==> src/rtl/vrased_reset_seq_pkg.sv <==
// Shared state encoding and widths for the reset sequencer.
package vrased_reset_seq_pkg;

   typedef enum logic {
      ST_RUN  = 1'b0,
      ST_HOLD = 1'b1
   } state_e;

   localparam int RST_CNT_W = 8;

endpackage

==> src/rtl/vrased_reset_seq_sat_cnt.sv <==
// Saturating up-counter with synchronous clear; holds at all-ones instead of wrapping.
module vrased_reset_seq_sat_cnt #(
   parameter int W = 8
) (
   input  logic         i_clk,
   input  logic         i_reset_n,
   input  logic         i_clr,
   input  logic         i_inc,
   output logic [W-1:0] o_q
);

   logic [W-1:0] r_q;
   logic [W-1:0] w_q_d;

   always_comb begin
      w_q_d = r_q;
      if (i_clr) begin
         w_q_d = '0;
      end else if (i_inc && (r_q != {W{1'b1}})) begin
         w_q_d = r_q + W'(1);
      end
   end

   always_ff @(posedge i_clk) begin
      if (!i_reset_n) begin
         r_q <= '0;
      end else begin
         r_q <= w_q_d;
      end
   end

   assign o_q = r_q;

endmodule

==> src/rtl/vrased_reset_seq.sv <==
// Merges monitor reset requests into one stretched core reset (PUC) and records its cause.
module vrased_reset_seq
   import vrased_reset_seq_pkg::*;
#(
   parameter int NUM_SRC     = 4,
   parameter int HOLD_CYCLES = 16,
   parameter int CNT_W       = 5
) (
   input  logic                 i_clk,
   input  logic                 i_reset_n,
   input  logic [NUM_SRC-1:0]   i_viol,
   input  logic                 i_cause_clr,
   output logic                 o_puc_out,
   output logic [NUM_SRC-1:0]   o_cause,
   output logic                 o_cause_ovf,
   output logic [RST_CNT_W-1:0] o_rst_cnt
);

   localparam logic [CNT_W-1:0] HoldLast = CNT_W'(HOLD_CYCLES - 1);

   state_e               r_state;
   state_e               w_state_d;
   logic [CNT_W-1:0]     r_hold_cnt;
   logic [CNT_W-1:0]     w_hold_cnt_d;
   logic [NUM_SRC-1:0]   r_cause;
   logic [NUM_SRC-1:0]   w_cause_d;
   logic                 r_ovf;
   logic                 w_ovf_d;
   logic                 r_puc;
   logic                 w_any;
   logic                 w_cnt_inc;
   logic [NUM_SRC-1:0]   w_cause_base;
   logic                 w_ovf_base;

   assign w_any = |i_viol;

   // A clear coinciding with a new violation is applied before the cause load.
   assign w_cause_base = i_cause_clr ? '0 : r_cause;
   assign w_ovf_base   = i_cause_clr ? 1'b0 : r_ovf;

   always_comb begin
      w_state_d    = r_state;
      w_hold_cnt_d = r_hold_cnt;
      w_cause_d    = r_cause;
      w_ovf_d      = r_ovf;
      w_cnt_inc    = 1'b0;
      unique case (r_state)
         ST_RUN: begin
            if (w_any) begin
               w_state_d    = ST_HOLD;
               w_hold_cnt_d = '0;
               w_cnt_inc    = 1'b1;
               if (w_cause_base == '0) begin
                  w_cause_d = i_viol;
                  w_ovf_d   = w_ovf_base;
               end else begin
                  w_cause_d = w_cause_base;
                  w_ovf_d   = 1'b1;
               end
            end else if (i_cause_clr) begin
               w_cause_d = '0;
               w_ovf_d   = 1'b0;
            end
         end
         ST_HOLD: begin
            if (r_hold_cnt >= HoldLast) begin
               // Requests still present at the window end re-arm a full window.
               if (w_any) begin
                  w_hold_cnt_d = '0;
               end else begin
                  w_state_d = ST_RUN;
               end
            end else begin
               w_hold_cnt_d = r_hold_cnt + CNT_W'(1);
            end
         end
      endcase
   end

   always_ff @(posedge i_clk) begin
      if (!i_reset_n) begin
         r_state    <= ST_HOLD;
         r_hold_cnt <= '0;
         r_cause    <= '0;
         r_ovf      <= 1'b0;
         r_puc      <= 1'b1;
      end else begin
         r_state    <= w_state_d;
         r_hold_cnt <= w_hold_cnt_d;
         r_cause    <= w_cause_d;
         r_ovf      <= w_ovf_d;
         r_puc      <= (w_state_d == ST_HOLD);
      end
   end

   vrased_reset_seq_sat_cnt #(
      .W (RST_CNT_W)
   ) u_rst_cnt (
      .i_clk     (i_clk),
      .i_reset_n (i_reset_n),
      .i_clr     (1'b0),
      .i_inc     (w_cnt_inc),
      .o_q       (o_rst_cnt)
   );

   assign o_puc_out   = r_puc;
   assign o_cause     = r_cause;
   assign o_cause_ovf = r_ovf;

endmodule

==> config.mk <==
export PLATFORM = sky130hd
export DESIGN_NAME = vrased_reset_seq
export DESIGN_NICKNAME = d
export VERILOG_FILES = /design/src/rtl/vrased_reset_seq_pkg.sv /design/src/rtl/vrased_reset_seq_sat_cnt.sv /design/src/rtl/vrased_reset_seq.sv
export SDC_FILE = /design/constraint.sdc
export NUM_CORES = 1
export LEC_CHECK = 0
export ABC_CLOCK_PERIOD_IN_PS = 1200
export BUFFER_PORTS_ARGS = -buffer_cell sky130_fd_sc_hd__buf_2
export CORE_ASPECT_RATIO = 1.4
export CORE_MARGIN = 4
export CORE_UTILIZATION = 46
export DETAILED_ROUTE_END_ITERATION = 8
export PLACE_DENSITY = 0.72
export SLEW_MARGIN = 20
export SYNTH_ARGS = -nofsm -noshare
export SYNTH_HDL_FRONTEND = slang
export SYNTH_HIERARCHICAL = 1
export SYNTH_SLANG_ARGS = --single-unit
==> constraint.sdc <==
create_clock -name i_clk -period 1.2 [get_ports i_clk]
set_input_delay 0 -clock i_clk [delete_from_list [all_inputs] [get_ports i_clk]]
set_output_delay 0 -clock i_clk [all_outputs]
set_load 0.05 [all_outputs]
## Word-level counts from Yosys, hierarchy flattened

Cells that the tools add are included.
W data, S select, Z words.

- Bitwise gates (word level): 1
- Add/sub/neg operators: 2
- Reductions and logical operators: 3
- Equal/unequal tests: 1
- Multiplexer cells: 13
- $lt $le $gt $ge: 1

Operators by type and width:

| kind | count |
|---|---|
| $mux W4 | 3 |
| $mux W5 | 2 |
| $pmux W5 S2 | 1 |
| $add A8 B1 Y8 const B | 1 |
| $ne A8 B8 Y1 const B | 1 |
| $mux W1 | 6 |
| $add A5 B1 Y5 const B | 1 |
| $ge A5 B4 Y1 const B | 1 |
| $logic_not A4 Y1 | 1 |
| $reduce_or A4 Y1 | 1 |
| $pmux W1 S2 | 1 |
| $logic_and A1 B1 Y1 | 1 |
| $not A1 Y1 | 1 |

- Input port bits: 7
- Output and inout bits: 14
- Register bits: 19
- Word-level logic and storage cells: 26

## Logic depth before layout (Yosys ltp)

- Depth in word-level cells: 4
- Mapped depth: 5
- Gate-level depth less buffers: 5

## By module

Netlist, hierarchy kept.

By module, submodules not included:

| module | instances | area each (um^2) | cells each |
|---|---|---|---|
| vrased_reset_seq | 1 | 494.2 | 54 |
| vrased_reset_seq_sat_cnt | 1 | 421.7 | 46 |

## Worst setup path after synthesis

No wires, ideal clock.

- Path kind: register to register
- Start: register o_puc_out (netlist name)
- End: register r_hold_cnt[2]
- Buffers on the path: 0
- Stages on the path, launching flop included: 5
- Clock period less this slack: 1.583 ns
- Slack: -0.383 ns
- Arrival: 1.466 ns
- Cells stage by stage: dfxtp_1 nor2b_1 o21ai_1 and3_1 a32o_1

RTL lines:

| item | RTL line | RTL |
|---|---|---|
| to (signal assigned) | vrased_reset_seq.sv:89 | `r_hold_cnt <= w_hold_cnt_d;` |
| to (decl) | vrased_reset_seq.sv:23 | `logic [CNT_W-1:0] r_hold_cnt;` |

## Worst setup path in the final report

- Start: register r_cause[0], in the netlist o_cause[0]
- End: register r_cause[3], in the netlist o_cause[3]

- Longest elaborated chain between the ends: 4

Ends and longest elaborated chain:

| item | RTL line | RTL |
|---|---|---|
| from (decl) | vrased_reset_seq.sv:25 | `logic [NUM_SRC-1:0] r_cause;` |
| from (signal assigned) | vrased_reset_seq.sv:90 | `r_cause <= w_cause_d;` |
| $mux W4 | -- |  |
| $logic_not A4 Y1 | vrased_reset_seq.sv:53 | `if (w_cause_base == '0) begin` |
| $mux W4 | vrased_reset_seq.sv:53 |  |
| $mux W4 | vrased_reset_seq.sv:49 | `if (w_any) begin` |

Every way passes these cells.
A chain may end at the register's enable or synchronous reset.

==> impl_metrics.tcl <==
set metrics [dict create \
    rsz0062_at_grt "yes" \
    clk_path_buf_depth 2 \
    whs_ns 0.0118 \
    drive_above_1_share_pct 55.8 \
    synth_area_um2 916 \
    power.density_mw_per_mm2 761 \
    synthXorXnorAreaFrac_pct 0 \
    hold_path.class "in2reg" \
    crit_arrival_ns 1.61 \
    nets 157 \
    design.die.area_mm2 0.00278 \
    diodes 0 \
    clkPwrFrac_pct 30.5 \
    synthTopCellsByArea "dfxtp_1, nor2b_1, nand2_1" \
    worstHoldStart "i_viol[2]" \
    rows 18 \
    gp_congestion 0.846 \
    cts_root_buffer "clkbuf_4" \
    grt_max_degree 15 \
    synthFlopType "dfxtp_1" \
    drc_errors 0 \
    register_area_um2 412 \
    pwr-share-seq_pct 60.0 \
    path_clk_slew_ns 0.11 \
    finalSetupViolCount 7 \
    r2r-end "o_cause[3]" \
    clock_latency_ns 0.30 \
    fin_ws_ns -0.175 \
    yosysMostFrequentCell "dfxtp_1" \
    yosys.area.top_type "dfxtp_1" \
    ys_warn_count 6 \
    track_usage_pct 18.4 \
    endpoint_kind "flop" \
    overflow 0 \
    htreeDepth 1 \
    area_growth_pct 52.5 \
    yosys.area_share.adder_pct 2.73 \
    die_y_um 60.8 \
    critPathKind "reg2reg" \
    yosys.area_share.simple_pct 30.7 \
    reg2reg_slack_ns -0.18 \
    vdd_drop_max_mv 0.674 \
    power.internal_mw 0.805 \
    clkSinkCount 19 \
    async_flop_share_pct 0 \
    clock_skew_ns 0.00864 \
    ys_top_cells_by_count "dfxtp_1, nand2_1, nor2b_1" \
    synth_cell_types 34 \
    io_buffers 20 \
    synth_compound_area_share_pct 19.7 \
    cts_made_buffers 3 \
    multi_input_area_um2 631 \
    via_per_inst 5.54 \
    dr.pass1.iters 4 \
    ant_nets 0 \
    synth_top_area_share_pct 41.5 \
    comb_power_share_pct 9.5 \
    synth-seq-area-share_pct 41.5 \
    vias 925 \
    p_switching_mw 0.258 \
    min_path_cells 3 \
    outcome "finished, violations left" \
    violations "setup timing" \
    drt_wl_total_mm 2.35 \
    layout_min_cycle_time_ns 1.38 \
    reg2reg_from "o_cause[0]" \
    p_leak_nw 0.608 \
    synth.mux.area_fraction_pct 3.28 \
    grt_first_pass_wirelength_mm 3.80 \
    wl_per_cell_um 14.1 \
    dp_hpwl_mm 1.64 \
    synth_seq_cells 19 \
    detailed_place.area_mm2 0.00123 \
    synth_cells 100 \
    drv_cap 0 \
    finalInstanceArea_mm2 0.00140 \
    dieWidth_um 45.7 \
    synth-edff-count 0 \
    antenna_found_initial 0 \
    final_max_slew_viol_count 0 \
    fmax_mhz 727 \
    syn_area_per_cell_um2 9.16 \
    grt_pass1_vias 900 \
    fin_crit_sh_pct 115 \
    swShare_pct 24.3 \
    io_pins 21 \
    startpoint_type "flop" \
    hold_violations 0 \
    start_util_pct 50.2 \
    cp.required_ns 1.44 \
    cp_max_fo 4 \
    coreArea_mm2 0.00182 \
    drt_iter0_markers 30 \
    cts_tree "done" \
    fillCellCount 130 \
    hold_path_end "o_cause[2]" \
    synth_top_family_by_area "simple AND/OR/NAND/NOR gates" \
    power_mw 1.06 \
    worst_r2r_path_depth 4 \
]
critical path, stage by stage, from the launching register on:
cell	delay [ns]
dfxtp_4	0.36
or4_4	0.55
a21oi_4	0.18
a22oi_1	0.11
nor2b_1	0.12
metal layers:
metal | GRT usage (%) | up-vias | share of wire [%]
met5 | 0 | - | 0
met4 | 8.94 | 0 | 0.59
met3 | 2.37 | 2 | 3.3
met2 | 32.7 | 22 | 55
met1 | 21.2 | 437 | 41
li1 | - | 464 | -
repair_timing:
item	in CTS	in global routing
hold endpoints to repair	1	0
hold buffers	1	0
pin swaps	7	10
cloned	0	0
buffers inserted	2	2
gates resized for setup	12	11
endpoints found under the setup margin	14	15
power by group through the flow:
stage | clock network, mW | registers, mW | logic, mW
finish | 0.324 | 0.637 | 0.101
global route | 0.362 | 0.638 | 0.114
CTS | 0.340 | 0.637 | 0.0972
detailed placement | 0 | 0.646 | 0.0829
global placement | 0 | 0.646 | 0.0812
floorplan | 0 | 0.651 | 0.0337
area by class of cell:
cell class	count	area share, %
Sequential cell	19	29.5
Timing Repair Buffer	43	20.8
Clock buffer	3	1.61
Multi-Input combinational cell	78	45.2
Clock inverter	1	0.358
Inverter	3	0.806
Tap cell	20	1.79
cells by family after synthesis:
logic type	Yosys count
other	1
adders and majority gates	2
muxes	3
buffers and inverters	4
AOI/OAI and AO/OA	25
and+or+nand+nor	46
DFF	19
sequential cells by signal, indices dropped and copies added, names as in the netlist:
signal and flops:
u_rst_cnt/o_q 8, r_hold_cnt 5, o_cause 4, o_puc_out 1, o_cause_ovf 1
worst max-delay path by stage:
stage / from / end / slack, ns / depth (start not counted)
3_3_place_gp: o_cause[0] / o_cause_ovf / -0.11 / 3
4_1_cts: o_cause[0] / o_cause[3] / -0.18 / 4
2_1_floorplan: o_cause[0] / o_cause_ovf / -0.19 / 3
3_5_place_dp: o_cause[0] / o_cause[3] / -0.15 / 4
5_1_grt: o_cause[0] / o_cause[0] / -0.23 / 4
6_report: o_cause[0] / o_cause[3] / -0.18 / 4
metrics by stage:
step	util [%]	cells	worst slack [ns]	setup TNS (ns)
2_1_floorplan	-	101	-0.194	-1.11
3_3_place_gp	67.7	158	-0.114	-0.676
3_5_place_dp	67.7	158	-0.149	-1.13
4_1_cts	73.7	165	-0.177	-0.830
5_1_grt	76.5	167	-0.230	-1.23
6_report	76.5	167	-0.175	-0.825
cells in the final DEF, fill, tap and decap left out, types with 4 or more instances in the layout:
| master | n |
|---|---|
| buf_2 | 20 |
| buf_4 | 18 |
| nand2_1 | 10 |
| dfxtp_2 | 10 |
| nor2b_1 | 7 |
| dfxtp_4 | 5 |
| a22oi_1 | 4 |
| nand3_1 | 4 |
| dfxtp_1 | 4 |
| buf_6 | 4 |
| a21oi_1 | 4 |
(Power assumes the default switching activity.)
